--- src/rtl/riscv_pkg.sv ---
// Shared RISC-V core definitions: datapath width, reset vector, canonical NOP
// and the fetch FSM state encoding (also visible to the hazard unit for debug).
package riscv_pkg;

    localparam int XLEN = 32;

    localparam logic [31:0]     NOP_INSTR = 32'h0000_0013;
    localparam logic [XLEN-1:0] RESET_PC  = 32'h0000_0000;

    typedef enum logic [1:0] {
        IDLE = 2'd0,
        REQ  = 2'd1,
        WAIT = 2'd2,
        HOLD = 2'd3
    } fetch_state_t;

endpackage

--- src/rtl/fetch_stage_if_id_reg.sv ---
// IF/ID pipeline register: flush beats stall, stall beats load, otherwise a bubble.
// can_accept tells the fetch FSM whether a new instruction may be written this cycle.
module if_id_reg
    import riscv_pkg::*;
#(
    parameter int XLEN = riscv_pkg::XLEN
) (
    input  logic            clk,
    input  logic            reset,
    input  logic            flush_d,
    input  logic            stall_d,
    input  logic            load_valid,
    input  logic [31:0]     load_instr,
    input  logic [XLEN-1:0] load_pc,
    output logic [31:0]     instr_d,
    output logic [XLEN-1:0] pc_d,
    output logic [XLEN-1:0] pc_plus4_d,
    output logic            valid_d,
    output logic            can_accept
);

    localparam logic [XLEN-1:0] PC_STEP = XLEN'(3'd4);

    logic [31:0]     instr_r;
    logic [XLEN-1:0] pc_r;
    logic [XLEN-1:0] pc_plus4_r;
    logic            valid_r;

    assign instr_d    = instr_r;
    assign pc_d       = pc_r;
    assign pc_plus4_d = pc_plus4_r;
    assign valid_d    = valid_r;

    // A held valid instruction blocks loading; a bubble can always be overwritten.
    assign can_accept = !flush_d && (!stall_d || !valid_r);

    // IF/ID register update with flush > stall > load > bubble priority
    always_ff @(posedge clk) begin
        if (reset) begin
            instr_r    <= NOP_INSTR;
            pc_r       <= {XLEN{1'b0}};
            pc_plus4_r <= {XLEN{1'b0}};
            valid_r    <= 1'b0;
        end else if (flush_d) begin
            instr_r <= NOP_INSTR;
            valid_r <= 1'b0;
        end else if (stall_d && valid_r) begin
            instr_r <= instr_r;
            valid_r <= valid_r;
        end else if (load_valid) begin
            instr_r    <= load_instr;
            pc_r       <= load_pc;
            pc_plus4_r <= load_pc + PC_STEP;
            valid_r    <= 1'b1;
        end else begin
            instr_r <= NOP_INSTR;
            valid_r <= 1'b0;
        end
    end

endmodule

--- src/rtl/fetch_stage.sv ---
// Instruction fetch stage: owns the PC, issues one outstanding word read at a time,
// and feeds the IF/ID register through an optional one-entry hold buffer.
module fetch_stage
    import riscv_pkg::*;
#(
    parameter int              XLEN     = riscv_pkg::XLEN,
    parameter logic [XLEN-1:0] RESET_PC = riscv_pkg::RESET_PC
) (
    input  logic            clk,
    input  logic            reset,
    output logic            imem_req,
    output logic [XLEN-1:0] imem_addr,
    input  logic            imem_ready,
    input  logic            imem_rvalid,
    input  logic [31:0]     imem_rdata,
    input  logic            pc_src_e,
    input  logic [XLEN-1:0] pc_target_e,
    input  logic            stall_d,
    input  logic            flush_d,
    output logic [31:0]     instr_d,
    output logic [XLEN-1:0] pc_d,
    output logic [XLEN-1:0] pc_plus4_d,
    output logic            valid_d
);

    localparam logic [XLEN-1:0] PC_STEP      = XLEN'(3'd4);
    localparam logic [XLEN-1:0] RESET_PC_ALN = {RESET_PC[XLEN-1:2], 2'b00};

    fetch_state_t    state_r;
    fetch_state_t    state_nxt_s;
    logic [XLEN-1:0] pc_f_r;
    logic [XLEN-1:0] pc_f_seq_s;
    logic [XLEN-1:0] pc_f_nxt_s;
    logic [XLEN-1:0] pc_req_r;
    logic [XLEN-1:0] pc_req_nxt_s;
    logic            discard_r;
    logic            discard_nxt_s;
    logic [31:0]     hold_instr_r;
    logic [31:0]     hold_instr_nxt_s;
    logic [XLEN-1:0] hold_pc_r;
    logic [XLEN-1:0] hold_pc_nxt_s;
    logic            imem_req_r;
    logic [XLEN-1:0] imem_addr_r;

    logic [XLEN-1:0] target_aln_s;
    logic            redirect_s;
    logic            can_accept_s;
    logic            load_valid_s;
    logic [31:0]     load_instr_s;
    logic [XLEN-1:0] load_pc_s;

    assign imem_req     = imem_req_r;
    assign imem_addr    = imem_addr_r;
    assign target_aln_s = {pc_target_e[XLEN-1:2], 2'b00};
    assign redirect_s   = pc_src_e && (state_r != IDLE);
    // A redirect wins over the sequential +4 in every non-IDLE state.
    assign pc_f_nxt_s   = redirect_s ? target_aln_s : pc_f_seq_s;

    // Fetch FSM next-state, PC, discard flag and hold buffer
    always_comb begin
        state_nxt_s      = state_r;
        pc_f_seq_s       = pc_f_r;
        pc_req_nxt_s     = pc_req_r;
        discard_nxt_s    = discard_r;
        hold_instr_nxt_s = hold_instr_r;
        hold_pc_nxt_s    = hold_pc_r;
        load_valid_s     = 1'b0;
        load_instr_s     = imem_rdata;
        load_pc_s        = pc_req_r;
        case (state_r)
            IDLE: begin
                state_nxt_s = REQ;
            end
            REQ: begin
                if (imem_ready) begin
                    // The old address is accepted even when redirecting; its data is then dropped.
                    pc_req_nxt_s  = pc_f_r;
                    pc_f_seq_s    = pc_f_r + PC_STEP;
                    discard_nxt_s = pc_src_e;
                    state_nxt_s   = WAIT;
                end else begin
                    state_nxt_s = REQ;
                end
            end
            WAIT: begin
                if (imem_rvalid) begin
                    if (discard_r || pc_src_e) begin
                        discard_nxt_s = 1'b0;
                        state_nxt_s   = REQ;
                    end else if (can_accept_s) begin
                        load_valid_s = 1'b1;
                        state_nxt_s  = REQ;
                    end else begin
                        hold_instr_nxt_s = imem_rdata;
                        hold_pc_nxt_s    = pc_req_r;
                        state_nxt_s      = HOLD;
                    end
                end else if (pc_src_e) begin
                    discard_nxt_s = 1'b1;
                    state_nxt_s   = WAIT;
                end else begin
                    state_nxt_s = WAIT;
                end
            end
            HOLD: begin
                if (pc_src_e) begin
                    state_nxt_s = REQ;
                end else if (can_accept_s) begin
                    load_valid_s = 1'b1;
                    load_instr_s = hold_instr_r;
                    load_pc_s    = hold_pc_r;
                    state_nxt_s  = REQ;
                end else begin
                    state_nxt_s = HOLD;
                end
            end
            default: begin
                state_nxt_s = IDLE;
            end
        endcase
    end

    // Fetch state registers; request outputs are registered from the next state
    always_ff @(posedge clk) begin
        if (reset) begin
            state_r      <= IDLE;
            pc_f_r       <= RESET_PC_ALN;
            pc_req_r     <= {XLEN{1'b0}};
            discard_r    <= 1'b0;
            hold_instr_r <= NOP_INSTR;
            hold_pc_r    <= {XLEN{1'b0}};
            imem_req_r   <= 1'b0;
            imem_addr_r  <= RESET_PC_ALN;
        end else begin
            state_r      <= state_nxt_s;
            pc_f_r       <= pc_f_nxt_s;
            pc_req_r     <= pc_req_nxt_s;
            discard_r    <= discard_nxt_s;
            hold_instr_r <= hold_instr_nxt_s;
            hold_pc_r    <= hold_pc_nxt_s;
            imem_req_r   <= (state_nxt_s == REQ);
            imem_addr_r  <= pc_f_nxt_s;
        end
    end

    if_id_reg #(
        .XLEN (XLEN)
    ) u_if_id_reg (
        .clk        (clk),
        .reset      (reset),
        .flush_d    (flush_d),
        .stall_d    (stall_d),
        .load_valid (load_valid_s),
        .load_instr (load_instr_s),
        .load_pc    (load_pc_s),
        .instr_d    (instr_d),
        .pc_d       (pc_d),
        .pc_plus4_d (pc_plus4_d),
        .valid_d    (valid_d),
        .can_accept (can_accept_s)
    );

endmodule

--- config.mk ---
export PLATFORM = sky130hd
export DESIGN_NAME = fetch_stage
export DESIGN_NICKNAME = d
export VERILOG_FILES = /design/src/rtl/riscv_pkg.sv /design/src/rtl/fetch_stage_if_id_reg.sv /design/src/rtl/fetch_stage.sv
export SDC_FILE = /design/constraint.sdc
export NUM_CORES = 1
export LEC_CHECK = 0
export BUFFER_PORTS_ARGS = -buffer_cell sky130_fd_sc_hd__buf_2
export CORE_UTILIZATION = 40
export DETAILED_ROUTE_END_ITERATION = 16
export PLACE_DENSITY_LB_ADDON = 0.2
export SYNTH_ARGS = -nofsm -noshare
export SYNTH_HDL_FRONTEND = slang
export SYNTH_SLANG_ARGS = --single-unit
export TNS_END_PERCENT = 10
--- constraint.sdc ---
create_clock -name clk -period 7.7 [get_ports clk]
set_clock_uncertainty 0.15 [all_clocks]
set_input_delay 0 -clock clk [delete_from_list [all_inputs] [get_ports clk]]
set_output_delay 0 -clock clk [all_outputs]
set_load 0.05 [all_outputs]
==> impl_metrics.prom, run 1 <==
# TYPE chip_impl_metric gauge
chip_impl_info{name="outcome",value="completed"} 1
chip_impl_metric{name="achievable-frequency",unit="MHz"} 261
chip_impl_metric{name="p_leak",unit="nW"} 5.27
chip_impl_metric{name="arrival",unit="ns"} 4.10
chip_impl_metric{name="layout-drive-gt1-share",unit="%"} 16.8
chip_impl_info{name="startpoint_type",value="flop"} 1
chip_impl_metric{name="port-buffer-count",unit=""} 196
chip_impl_metric{name="antenna_cells_inserted",unit=""} 0
chip_impl_metric{name="timing.setup.tns",unit="ns"} 0
chip_impl_metric{name="grt_pass1_wl",unit="um"} 51600
chip_impl_metric{name="detail-route-antenna-nets",unit=""} 0
chip_impl_metric{name="post-route-period-util",unit="%"} 49.7
chip_impl_metric{name="site_rows",unit=""} 58
chip_impl_metric{name="synth.distinct_cells",unit=""} 67
chip_impl_metric{name="postSynthRegisterBits",unit=""} 223
chip_impl_metric{name="crit_fanout",unit=""} 45
chip_impl_metric{name="syn_inst",unit=""} 1347
chip_impl_info{name="yosysTopAreaCell",value="sky130_fd_sc_hd__dfxtp_1"} 1
chip_impl_metric{name="clock-sinks",unit=""} 223
chip_impl_metric{name="finalCoreUtilization",unit="%"} 53.0
chip_impl_metric{name="grt_start_max_net_pins",unit=""} 95
chip_impl_metric{name="rr_worst_depth",unit=""} 11
chip_impl_metric{name="ys_async_sr_fraction",unit="%"} 0
chip_impl_metric{name="num-nets-final",unit=""} 1671
chip_impl_metric{name="post-route-min-period",unit="ns"} 3.83
chip_impl_info{name="setup.worst_path.end_class",value="flop"} 1
chip_impl_info{name="rsz0062_at_grt",value="no"} 1
chip_impl_metric{name="clock_tree.htree_level_count",unit=""} 1
chip_impl_metric{name="die-width",unit="um"} 163
chip_impl_metric{name="drt-wirelength-per-cell",unit="um"} 16.6
chip_impl_metric{name="dieArea",unit="um^2"} 26500
chip_impl_metric{name="starting_utilization_of_the_core_area",unit="%"} 40.9
chip_impl_metric{name="detailed_place_hpwl",unit="um"} 20400
chip_impl_metric{name="max-cap-violations",unit=""} 0
chip_impl_metric{name="pwr_density_cell",unit="nW/um^2"} 195
chip_impl_info{name="crit_path_start",value="state_r[0]$_SDFF_PP0_"} 1
chip_impl_metric{name="routed_wl",unit="um"} 32300
chip_impl_metric{name="post-cts-setup-buffers",unit=""} 0
chip_impl_info{name="path_class",value="flop to flop"} 1
chip_impl_metric{name="cts-buffers-inserted",unit=""} 26
chip_impl_metric{name="die_height",unit="um"} 163
chip_impl_metric{name="worst_skew_pair.late_latency",unit="ns"} 0.53
chip_impl_metric{name="worst_setup_hold_path_clk_slew",unit="ns"} 0.06
chip_impl_metric{name="synthDominantCellAreaShare",unit="%"} 43.2
chip_impl_metric{name="router_iterations_before_antenna_repair",unit=""} 6
chip_impl_info{name="cts_tree",value="built"} 1
chip_impl_metric{name="first_global_vias",unit=""} 9748
chip_impl_metric{name="timing.critical_path.required",unit="ns"} 7.97
chip_impl_info{name="worstHoldPathType",value="input port to flop"} 1
chip_impl_metric{name="route.vias.total",unit=""} 10500
chip_impl_metric{name="drc",unit=""} 0
chip_impl_metric{name="io_pins",unit=""} 201
chip_impl_metric{name="grtUsageTotal",unit="%"} 23.9
chip_impl_metric{name="synth_warnings",unit=""} 0
chip_impl_metric{name="vdd_ir_drop_max",unit="V"} 0.000132
chip_impl_metric{name="ctsLongestPathBuffers",unit=""} 3
chip_impl_metric{name="finalSetupViolCount",unit=""} 0
chip_impl_metric{name="vias_per_cell",unit=""} 5.41
chip_impl_metric{name="grt.overflow.total",unit=""} 0
chip_impl_info{name="yosys_most_used_dff",value="sky130_fd_sc_hd__dfxtp_1"} 1
chip_impl_metric{name="drt_iter0_markers",unit=""} 840
chip_impl_metric{name="mean_syn_cell_area",unit="um^2"} 7.67
chip_impl_metric{name="register_area",unit="um^2"} 4460
chip_impl_metric{name="synth-edff-count",unit=""} 0
chip_impl_metric{name="final-hold-violation-count",unit=""} 0
chip_impl_metric{name="slew_violations",unit=""} 0
chip_impl_metric{name="placeableCoreArea",unit="um^2"} 25300
chip_impl_info{name="synthTopCellsByArea",value="sky130_fd_sc_hd__dfxtp_1 43%, sky130_fd_sc_hd__nand2_1 12%, sky130_fd_sc_hd__a21oi_1 9.1%"} 1
chip_impl_metric{name="rrSetupSlack",unit="ns"} 3.87
chip_impl_metric{name="place_inst",unit=""} 1781
chip_impl_metric{name="gp_routability_congestion",unit=""} 0.904
chip_impl_metric{name="multi_input_comb_area",unit="um^2"} 5390
chip_impl_metric{name="n_fill_cell",unit=""} 2494
chip_impl_metric{name="synthesis.area",unit="um^2"} 10300
chip_impl_info{name="cts.root.buffer_cell",value="sky130_fd_sc_hd__clkbuf_16"} 1
chip_impl_info{name="critical_path.reg2reg.endpoint",value="u_if_id_reg.pc_plus4_d[28]$_SDFFE_PP0P_"} 1
chip_impl_metric{name="max_slew_margin",unit="%"} 19.3
chip_impl_info{name="regToRegStartpoint",value="state_r[0]$_SDFF_PP0_"} 1
chip_impl_metric{name="worstMarginPinSlew",unit="ns"} 1.21
chip_impl_metric{name="synth.yosys.seq_area_share",unit="%"} 43.2
chip_impl_metric{name="antenna_violations_before_repair",unit=""} 0
chip_impl_metric{name="synthToLayoutAreaGrowth",unit="%"} 29.7
chip_impl_info{name="endpoint",value="u_if_id_reg.pc_plus4_d[28]$_SDFFE_PP0P_"} 1
chip_impl_metric{name="layout.cells.non_filler",unit=""} 1946
==> metrics by stage <==
step	hold WS, ns	instance area (um^2)	setup slack [ns]	power [mW]
2_1_floorplan	-0.0349	10300	4.19	1.38
3_3_place_gp	0.0771	11400	3.97	1.44
3_5_place_dp	0.0864	11400	3.89	1.44
4_1_cts	0.0450	13400	3.89	2.63
5_1_grt	0.145	13400	3.62	2.70
6_report	0.0668	13400	3.87	2.61
==> where the power goes <==
| group | switching, mW | total, mW | internal (mW) |
|---|---|---|---|
| Sequential | 0.0323 | 1.21 | 1.17 |
| Clock | 0.481 | 1.15 | 0.669 |
| Combinational | 0.163 | 0.255 | 0.0915 |
==> kinds of logic (layout without fill, tap and decap cells) <==
kind of cell,Yosys count,after routing,synth area share [%]
and+or+nand+nor,616,616,26.6
AOI/OAI and AO/OA,328,328,19.8
DFF,223,223,43.2
buffers and inverters,120,388,4.86
xor gates and xnor gates,29,29,2.46
muxes,28,28,2.75
adders and majority gates,2,2,0.242
other,1,2,0.0363
==> worst min-delay path by stage <==
| stage | slack (ns) | from | cells past startpoint | to |
|---|---|---|---|---|
| floorplan | -0.03 | imem_rvalid | 1 | discard_r$_SDFFE_PP0P_ |
| global placement | 0.08 | imem_rdata[0] | 3 | hold_instr_r[0]$_SDFFE_PP1P_ |
| detailed placement | 0.09 | imem_rdata[1] | 3 | hold_instr_r[1]$_SDFFE_PP1P_ |
| CTS | 0.05 | pc_src_e | 3 | imem_addr[24]$_SDFFE_PP0P_ |
| global route | 0.14 | pc_target_e[8] | 4 | imem_addr[8]$_SDFFE_PP0P_ |
| finish | 0.07 | pc_src_e | 3 | imem_addr[24]$_SDFFE_PP0P_ |
==> layer usage <==
layer,vias up,wire (um),GRT usage (%)
met5,-,0,0
met4,0,402,5.61
met3,35,2140,3.57
met2,368,13800,36.2
met1,4903,15900,35.4
li1,5229,-,-
==> final cells by class <==
| type | instances | area share, % |
|---|---|---|
| repair buffers | 329 | 17.0 |
| clock inverters | 8 | 0.336 |
| inverters | 13 | 0.364 |
| well taps | 330 | 3.08 |
| flip-flops and latches | 223 | 33.3 |
| clock buffers | 38 | 5.58 |
| multi-input cells | 1005 | 40.3 |
==> what timing repair did <==
| action | in CTS | in global routing |
|---|---|---|
| hold buffers | 119 | 0 |
| hold endpoints to repair | 144 | 0 |
| gates resized for setup | 0 | 0 |
==> flip-flops by register name, summed over array words and instances, names as in the netlist <==
| register | flops |
|---|---|
| hold_instr_r | 32 |
| hold_pc_r | 32 |
| u_if_id_reg.instr_d | 32 |
| u_if_id_reg.pc_plus4_d | 32 |
| imem_addr | 30 |
| pc_req_r | 30 |
| u_if_id_reg.pc_d | 30 |
| state_r | 2 |
| discard_r | 1 |
| imem_req | 1 |
| u_if_id_reg.valid_d | 1 |
==> critical path, cell delays in order (launching register included) <==
cell and delay [ns]:
sky130_fd_sc_hd__dfxtp_1 0.42, sky130_fd_sc_hd__and3b_2 0.63, sky130_fd_sc_hd__nand2_2 0.20, sky130_fd_sc_hd__buf_4 0.50, sky130_fd_sc_hd__nand2_1 0.11, sky130_fd_sc_hd__nand2_1 0.12, sky130_fd_sc_hd__ha_1 0.26, sky130_fd_sc_hd__nand4_1 0.15
sky130_fd_sc_hd__nand2_1 0.36, sky130_fd_sc_hd__nand3_2 0.18, sky130_fd_sc_hd__or3_1 0.39, sky130_fd_sc_hd__a32o_1 0.24
==> synth_stat cells, drive strengths merged (3+ instances only) <==
cell / count
a32o: 3
o21ai: 24
clkbuf: 81
a211oi: 26
nand4: 38
xnor2: 21
mux2i: 25
nand3: 34
o211ai: 8
o22ai: 9
nor3: 16
a31oi: 8
a311oi: 9
a22oi: 10
or2: 4
or3: 4
a21oi: 188
buf: 26
and2: 8
xor2: 8
inv: 13
o31ai: 6
a2111oi: 4
a2111o: 5
nor4: 10
mux2: 3
and4: 11
dfxtp: 223
a222oi: 14
and3: 12
nand3b: 14
nor2: 120
nand2: 333
==> cell usage in the layout (no fill, tap or decap), drive strengths merged, types with 9 or more instances in the layout <==
cell | Yosys | final
a311oi | 9 | 9
and3 | 12 | 12
nand3b | 14 | 14
a21oi | 188 | 188
a22oi | 10 | 10
nor2 | 120 | 120
nand4 | 38 | 38
mux2i | 25 | 25
a222oi | 14 | 14
xnor2 | 21 | 21
a211oi | 26 | 26
o22ai | 9 | 9
nand2 | 333 | 333
nor4 | 10 | 10
and4 | 11 | 11
dlygate4sd3 | 0 | 119
clkbuf | 81 | 38
dfxtp | 223 | 223
nor3 | 16 | 16
nand3 | 34 | 34
inv | 13 | 13
o21ai | 24 | 24
buf | 26 | 210
No activity file was read; power rests on OpenSTA's default activity.
==> inputs of run 2 (changes only) <==
==> constraint.sdc (replaced) <==
create_clock -name clk -period 3.2 [get_ports clk]
set_clock_uncertainty 0.15 [all_clocks]
set_input_delay 0 -clock clk [delete_from_list [all_inputs] [get_ports clk]]
set_output_delay 0 -clock clk [all_outputs]
set_load 0.05 [all_outputs]
==> impl_metrics.prom, run 2 (same netlist as run 1, synthesis figures left out) <==
# TYPE chip_impl_metric gauge
chip_impl_metric{name="vdd_ir_drop_max",unit="V"} 0.000374
chip_impl_metric{name="num-nets-final",unit=""} 1682
chip_impl_metric{name="grt_start_max_net_pins",unit=""} 104
chip_impl_metric{name="finalSetupViolCount",unit=""} 0
chip_impl_metric{name="antenna_violations_before_repair",unit=""} 0
chip_impl_metric{name="detailed_place_hpwl",unit="um"} 21200
chip_impl_metric{name="register_area",unit="um^2"} 4470
chip_impl_metric{name="drt-wirelength-per-cell",unit="um"} 16.4
chip_impl_metric{name="rrSetupSlack",unit="ns"} 0.18
chip_impl_metric{name="routed-wl-met3",unit="um"} 2080
chip_impl_metric{name="grt_pass1_wl",unit="um"} 51800
chip_impl_metric{name="slew_violations",unit=""} 0
chip_impl_metric{name="site_rows",unit=""} 58
chip_impl_metric{name="first_global_vias",unit=""} 9850
chip_impl_metric{name="worst_setup_hold_path_clk_slew",unit="ns"} 0.06
chip_impl_info{name="cp_cell_sequence",value="buf_4, nor2b_1, nand3_1, nor2_4, buf_12, nand2_1, dlygate4sd3_1, a21oi_1, dlygate4sd3_1"} 1
chip_impl_metric{name="gp_routability_congestion",unit=""} 0.882
chip_impl_metric{name="finalInstanceArea",unit="um^2"} 13500
chip_impl_metric{name="multi_input_comb_area",unit="um^2"} 5390
chip_impl_metric{name="synthToLayoutAreaGrowth",unit="%"} 31.0
chip_impl_metric{name="dieArea",unit="um^2"} 26500
chip_impl_metric{name="ctsLongestPathBuffers",unit=""} 3
chip_impl_info{name="cts.root.buffer_cell",value="sky130_fd_sc_hd__clkbuf_16"} 1
chip_impl_metric{name="placeableCoreArea",unit="um^2"} 25300
chip_impl_metric{name="detail-route-antenna-nets",unit=""} 0
chip_impl_metric{name="clock_tree.htree_level_count",unit=""} 1
chip_impl_metric{name="worstMarginPinSlew",unit="ns"} 0.703
chip_impl_metric{name="post-cts-setup-buffers",unit=""} 0
chip_impl_info{name="cts_tree",value="built"} 1
chip_impl_metric{name="achievable-frequency",unit="MHz"} 332
chip_impl_metric{name="drt_iter0_markers",unit=""} 864
chip_impl_metric{name="arrival",unit="ns"} 3.35
chip_impl_metric{name="starting_utilization_of_the_core_area",unit="%"} 40.9
chip_impl_metric{name="layout-drive-gt1-share",unit="%"} 17.6
chip_impl_metric{name="power.switching_fraction",unit="%"} 25.7
chip_impl_metric{name="power_frac_seq",unit="%"} 45.9
chip_impl_info{name="startpoint_type",value="flop"} 1
chip_impl_info{name="setup.worst_path.end_class",value="flop"} 1
chip_impl_metric{name="grtUsageTotal",unit="%"} 23.9
chip_impl_info{name="mostFrequentLayoutCells",value="331 x sky130_fd_sc_hd__nand2_1, 222 x sky130_fd_sc_hd__dfxtp_1, 195 x sky130_fd_sc_hd__buf_2"} 1
chip_impl_info{name="crit_top_cell",value="sky130_fd_sc_hd__dlygate4sd3_1"} 1
chip_impl_info{name="highest_layer",value="met4"} 1
chip_impl_info{name="final_common_cell",value="sky130_fd_sc_hd__nand2_1"} 1
chip_impl_metric{name="port-buffer-count",unit=""} 196
chip_impl_metric{name="crit_fanout",unit=""} 64
chip_impl_info{name="worstHoldPathType",value="input port to flop"} 1
chip_impl_metric{name="clock-sinks",unit=""} 223
chip_impl_metric{name="post-route-min-period",unit="ns"} 3.02
chip_impl_metric{name="die_height",unit="um"} 163
chip_impl_metric{name="dpl_cell_area",unit="um^2"} 11600
chip_impl_metric{name="pwr_density_cell",unit="nW/um^2"} 468
chip_impl_metric{name="timing.critical_path.required",unit="ns"} 3.53
chip_impl_metric{name="n_fill_cell",unit=""} 2444
chip_impl_metric{name="p_leak",unit="nW"} 5.31
chip_impl_metric{name="internal_power",unit="mW"} 4.70
chip_impl_metric{name="final-hold-violation-count",unit=""} 0
chip_impl_metric{name="route.vias.total",unit=""} 10500
chip_impl_metric{name="vias_per_cell",unit=""} 5.37
chip_impl_metric{name="timing.setup.tns",unit="ns"} 0
chip_impl_info{name="rsz0062_at_grt",value="no"} 1
chip_impl_metric{name="max-cap-violations",unit=""} 0
chip_impl_metric{name="power.share.combinational",unit="%"} 9.7
chip_impl_metric{name="antenna_cells_inserted",unit=""} 0
chip_impl_metric{name="io_pins",unit=""} 201
chip_impl_metric{name="pwr-share-clk",unit="%"} 44.4
chip_impl_metric{name="post-route-period-util",unit="%"} 94.2
chip_impl_metric{name="router_iterations_before_antenna_repair",unit=""} 8
chip_impl_metric{name="worst_skew_pair.late_latency",unit="ns"} 0.54
chip_impl_metric{name="drc",unit=""} 0
chip_impl_info{name="slowest_stage",value="sky130_fd_sc_hd__dlygate4sd3_1"} 1
chip_impl_metric{name="power_switching",unit="mW"} 1.63
chip_impl_metric{name="wl_met2",unit="um"} 13400
chip_impl_metric{name="routed_wl",unit="um"} 32100
chip_impl_metric{name="max_slew_margin",unit="%"} 52.6
chip_impl_info{name="outcome",value="completed"} 1
chip_impl_metric{name="detail_route.wirelength.met1",unit="um"} 15900
chip_impl_metric{name="cts-buffers-inserted",unit=""} 25
chip_impl_metric{name="grt.overflow.total",unit=""} 0
chip_impl_metric{name="die-width",unit="um"} 163
chip_impl_metric{name="crit_path_max_incr_delay",unit="ns"} 0.57
chip_impl_info{name="path_class",value="flop to flop"} 1
run 2: changes by cell type in the layout (fill, tap and decap cells not counted), sizes merged:
cell	previous run	this run
buf	210	225
dlygate4sd3	119	116
inv	13	14
bufinv	0	1
clkinv	6	3
run 2: metal layers:
metal  GRT usage (%)  up-vias
met3            3.21       56
li1                -     5250
met4            6.07        0
met5               0        -
met2            35.4      352
met1            36.2     4842
run 2: through the flow:
step / total power, mW / worst slack (ns) / hold slack, ns / utilization, % / std cells
after floorplan: 3.31 / 0.0417 / -0.0349 / - / 1348
after global placement: 3.48 / 0.450 / 0.0779 / 45.8 / 1796
after detailed placement: 3.49 / 0.384 / 0.0863 / 45.8 / 1796
after CTS: 6.38 / 0.277 / 0.0920 / 53.6 / 1957
after global routing: 6.56 / 0.0341 / 0.116 / 53.6 / 1957
final: 6.33 / 0.184 / 0.0918 / 53.6 / 1957
run 2: critical path: cells and delay by family, from the launching register on:
| kind | cells | cell delay [ns] |
|---|---|---|
| AND/OR/NAND/NOR | 4 | 0.63 |
| AO/OA/AOI/OAI | 1 | 0.15 |
| flip-flops | 1 | 0.39 |
| buffers and inverters | 4 | 1.59 |
run 2: power groups by stage:
stage,sequential (mW),combinational (mW),clock [mW]
2_1_floorplan,3.06,0.253,0
3_3_place_gp,2.96,0.523,0
3_5_place_dp,2.96,0.525,0
4_1_cts,2.90,0.614,2.87
5_1_grt,2.91,0.663,2.99
6_report,2.90,0.616,2.81
run 2: worst paths after layout:
| kind | start | endpoint | depth (start not counted) |
|---|---|---|---|
| worst min register to register | u_if_id_reg.pc_d[3]$_SDFFE_PP0P_ | u_if_id_reg.pc_d[3]$_SDFFE_PP0P_ | 2 |
| worst max-delay path | state_r[1]$_SDFF_PP0_ | hold_instr_r[22]$_SDFFE_PP0P_ | 9 |
| worst min-delay path | imem_rdata[0] | hold_instr_r[0]$_SDFFE_PP1P_ | 4 |
| worst max register to register | state_r[1]$_SDFF_PP0_ | hold_instr_r[22]$_SDFFE_PP0P_ | 9 |
run 2: cell type report:
class                      count  share of cell area, %
clock buffer                  38                   5.35
sequential                   223                   33.0
multi-input combinational   1005                   39.9
inverter                      13                  0.361
clock inverter                 7                  0.592
timing repair buffer         341                   17.8
tap                          330                   3.05
run 2: timing repair:
| item | CTS | global route |
|---|---|---|
| hold buffers | 116 | 0 |
| setup endpoints to repair | 0 | 0 |
| resized for setup | 0 | 0 |
| hold endpoints to repair | 176 | 0 |
==> inputs of run 3 (changes only) <==
--- a/config.mk
+++ b/config.mk
@@ -6,10 +6,10 @@
 export NUM_CORES = 1
 export LEC_CHECK = 0
 export BUFFER_PORTS_ARGS = -buffer_cell sky130_fd_sc_hd__buf_2
-export CORE_UTILIZATION = 40
+export CORE_UTILIZATION = 50
 export DETAILED_ROUTE_END_ITERATION = 16
 export PLACE_DENSITY_LB_ADDON = 0.2
+export SLEW_MARGIN = 20
 export SYNTH_ARGS = -nofsm -noshare
 export SYNTH_HDL_FRONTEND = slang
 export SYNTH_SLANG_ARGS = --single-unit
-export TNS_END_PERCENT = 10
==> impl_metrics.prom, run 3 (same netlist as run 1, synthesis figures left out) <==
# TYPE chip_impl_metric gauge
chip_impl_metric{name="first_global_vias",unit=""} 9787
chip_impl_metric{name="grtUsageTotal",unit="%"} 28.6
chip_impl_metric{name="post-route-worst-setup-slack",unit="ns"} 0.171
chip_impl_metric{name="drc",unit=""} 0
chip_impl_metric{name="routed_wl",unit="um"} 31300
chip_impl_metric{name="io_pins",unit=""} 201
chip_impl_metric{name="max-cap-violations",unit=""} 0
chip_impl_info{name="path_class",value="flop to flop"} 1
chip_impl_metric{name="clock-sinks",unit=""} 223
chip_impl_metric{name="place_worst_setup_slack",unit="ns"} 0.361
chip_impl_metric{name="cts-buffers-inserted",unit=""} 24
chip_impl_metric{name="p_leak",unit="nW"} 5.18
chip_impl_metric{name="final-hold-violation-count",unit=""} 0
chip_impl_metric{name="port-buffer-count",unit=""} 196
chip_impl_metric{name="num-nets-final",unit=""} 1658
chip_impl_metric{name="arrival",unit="ns"} 3.28
chip_impl_metric{name="achievable-frequency",unit="MHz"} 330
chip_impl_metric{name="detailed_place_hpwl",unit="um"} 20300
chip_impl_metric{name="pwr-share-clk",unit="%"} 43.1
chip_impl_metric{name="finalSetupViolCount",unit=""} 0
chip_impl_metric{name="vias_per_cell",unit=""} 5.72
chip_impl_metric{name="max_slew_margin",unit="%"} 45.8
chip_impl_metric{name="synthToLayoutAreaGrowth",unit="%"} 27.7
chip_impl_metric{name="drt_iter0_markers",unit=""} 912
chip_impl_metric{name="antenna_cells_inserted",unit=""} 0
chip_impl_metric{name="power.total",unit="mW"} 6.20
chip_impl_info{name="mostFrequentLayoutCells",value="331 x sky130_fd_sc_hd__nand2_1, 221 x sky130_fd_sc_hd__dfxtp_1, 195 x sky130_fd_sc_hd__buf_2"} 1
chip_impl_info{name="startpoint_type",value="flop"} 1
chip_impl_info{name="rsz0062_at_grt",value="no"} 1
chip_impl_metric{name="post-route-period-util",unit="%"} 94.7
chip_impl_metric{name="layout-drive-gt1-share",unit="%"} 18.4
chip_impl_metric{name="timing.critical_path.required",unit="ns"} 3.45
chip_impl_metric{name="power.switching_fraction",unit="%"} 26.2
chip_impl_metric{name="router_iterations_before_antenna_repair",unit=""} 7
chip_impl_metric{name="worst_skew_pair.late_latency",unit="ns"} 0.53
chip_impl_metric{name="gp_routability_congestion",unit=""} 0.936
chip_impl_metric{name="die_height",unit="um"} 146
chip_impl_info{name="setup.worst_path.end_class",value="flop"} 1
chip_impl_info{name="cts.root.buffer_cell",value="sky130_fd_sc_hd__clkbuf_16"} 1
chip_impl_metric{name="drt-wirelength-per-cell",unit="um"} 16.7
chip_impl_metric{name="post-cts-setup-buffers",unit=""} 0
chip_impl_info{name="worstHoldPathType",value="input port to flop"} 1
chip_impl_metric{name="worst_setup_hold_path_clk_slew",unit="ns"} 0.06
chip_impl_info{name="cts_tree",value="built"} 1
chip_impl_metric{name="grt.overflow.total",unit=""} 0
chip_impl_metric{name="pwr_density_cell",unit="nW/um^2"} 470
chip_impl_metric{name="ctsLongestPathBuffers",unit=""} 3
chip_impl_metric{name="antenna_violations_before_repair",unit=""} 0
chip_impl_metric{name="starting_utilization_of_the_core_area",unit="%"} 51.1
chip_impl_metric{name="crit_fanout",unit=""} 8
chip_impl_metric{name="power_frac_seq",unit="%"} 46.8
chip_impl_metric{name="grt_start_max_net_pins",unit=""} 80
chip_impl_metric{name="power.share.combinational",unit="%"} 10.1
chip_impl_metric{name="clock_tree.htree_level_count",unit=""} 1
chip_impl_info{name="final_common_cell",value="sky130_fd_sc_hd__nand2_1"} 1
chip_impl_metric{name="vdd_ir_drop_max",unit="V"} 0.000351
chip_impl_info{name="outcome",value="completed"} 1
chip_impl_metric{name="post-route-min-period",unit="ns"} 3.03
chip_impl_metric{name="die-width",unit="um"} 146
chip_impl_metric{name="worstMarginPinSlew",unit="ns"} 0.805
chip_impl_metric{name="placeableCoreArea",unit="um^2"} 20200
chip_impl_metric{name="slew_violations",unit=""} 0
chip_impl_metric{name="site_rows",unit=""} 52
chip_impl_metric{name="dieArea",unit="um^2"} 21200
chip_impl_metric{name="route.vias.total",unit=""} 10700
chip_impl_metric{name="power_switching",unit="mW"} 1.62
chip_impl_metric{name="grt_pass1_wl",unit="um"} 50400
chip_impl_metric{name="internal_power",unit="mW"} 4.57
chip_impl_metric{name="detail-route-antenna-nets",unit=""} 0
chip_impl_metric{name="timing.setup.tns",unit="ns"} 0
run 3: changes by cell type in the layout (fill, tap and decap cells not counted), sizes merged:
cell,previous run,this run
dlygate4sd3,116,93
clkbuf,38,32
clkinv,3,8
clkinvlp,2,3
bufinv,1,0
inv,14,13
run 3: path summary, 6_finish.rpt:
path	from	to	slack (ns)	cells after the start
setup / recovery	imem_addr[2]$_SDFFE_PP0P_	imem_addr[26]$_SDFFE_PP0P_	0.17	8
hold / removal	imem_rdata[4]	hold_instr_r[4]$_SDFFE_PP1P_	0.10	4
setup reg to reg	imem_addr[2]$_SDFFE_PP0P_	imem_addr[26]$_SDFFE_PP0P_	0.17	8
hold reg to reg	hold_instr_r[23]$_SDFFE_PP0P_	hold_instr_r[23]$_SDFFE_PP0P_	0.30	2
run 3: final cells by class:
| type | count | area (um^2) |
|---|---|---|
| Clock buffer | 32 | 691 |
| Clock inverter | 11 | 73.8 |
| Fill cell | 1803 | 7040 |
| Inverter | 13 | 48.8 |
| Multi-Input combinational cell | 1005 | 5400 |
| Sequential cell | 223 | 4470 |
| Tap cell | 270 | 338 |
| Timing Repair Buffer | 318 | 2170 |
run 3: what timing repair did:
action,in CTS,in global routing
setup endpoints to repair,0,2
gates resized for setup,0,2
hold buffers,93,0
hold endpoints to repair,178,0
run 3: routing by layer:
metal / GRT usage (%) / vias to the layer above / wire length, um
met3: 3.64 / 45 / 2210
li1: - / 5209 / -
met1: 42.8 / 5011 / 14900
met2: 43.0 / 450 / 13700
met5: 0 / - / 0
met4: 7.84 / 0 / 537
run 3: power groups by stage:
stage / Combinational, mW / Sequential (mW) / Clock, mW
floorplan: 0.253 / 3.06 / 0
global route: 0.670 / 2.91 / 2.81
detailed placement: 0.521 / 2.96 / 0
global placement: 0.518 / 2.96 / 0
CTS: 0.614 / 2.90 / 2.71
finish: 0.626 / 2.90 / 2.67
run 3: critical path, cell delays in order, from the launching register on:
cell,delay [ns]
sky130_fd_sc_hd__dfxtp_1,0.47
sky130_fd_sc_hd__ha_1,0.25
sky130_fd_sc_hd__nand4_1,0.26
sky130_fd_sc_hd__nor2_1,0.40
sky130_fd_sc_hd__nand4_1,0.17
sky130_fd_sc_hd__mux2_2,0.30
sky130_fd_sc_hd__a222oi_1,0.28
sky130_fd_sc_hd__dlygate4sd3_1,0.60
sky130_fd_sc_hd__nor2_1,0.04
run 3: metrics by stage:
stage | area (um^2) | hold WS (ns) | util (%) | cells
after floorplan | 10300 | -0.0349 | - | 1348
after global placement | 11500 | 0.0749 | 56.8 | 1736
after detailed placement | 11500 | 0.0812 | 56.8 | 1736
after CTS | 13200 | 0.0845 | 65.2 | 1872
after global routing | 13200 | 0.121 | 65.2 | 1872
final | 13200 | 0.103 | 65.2 | 1872
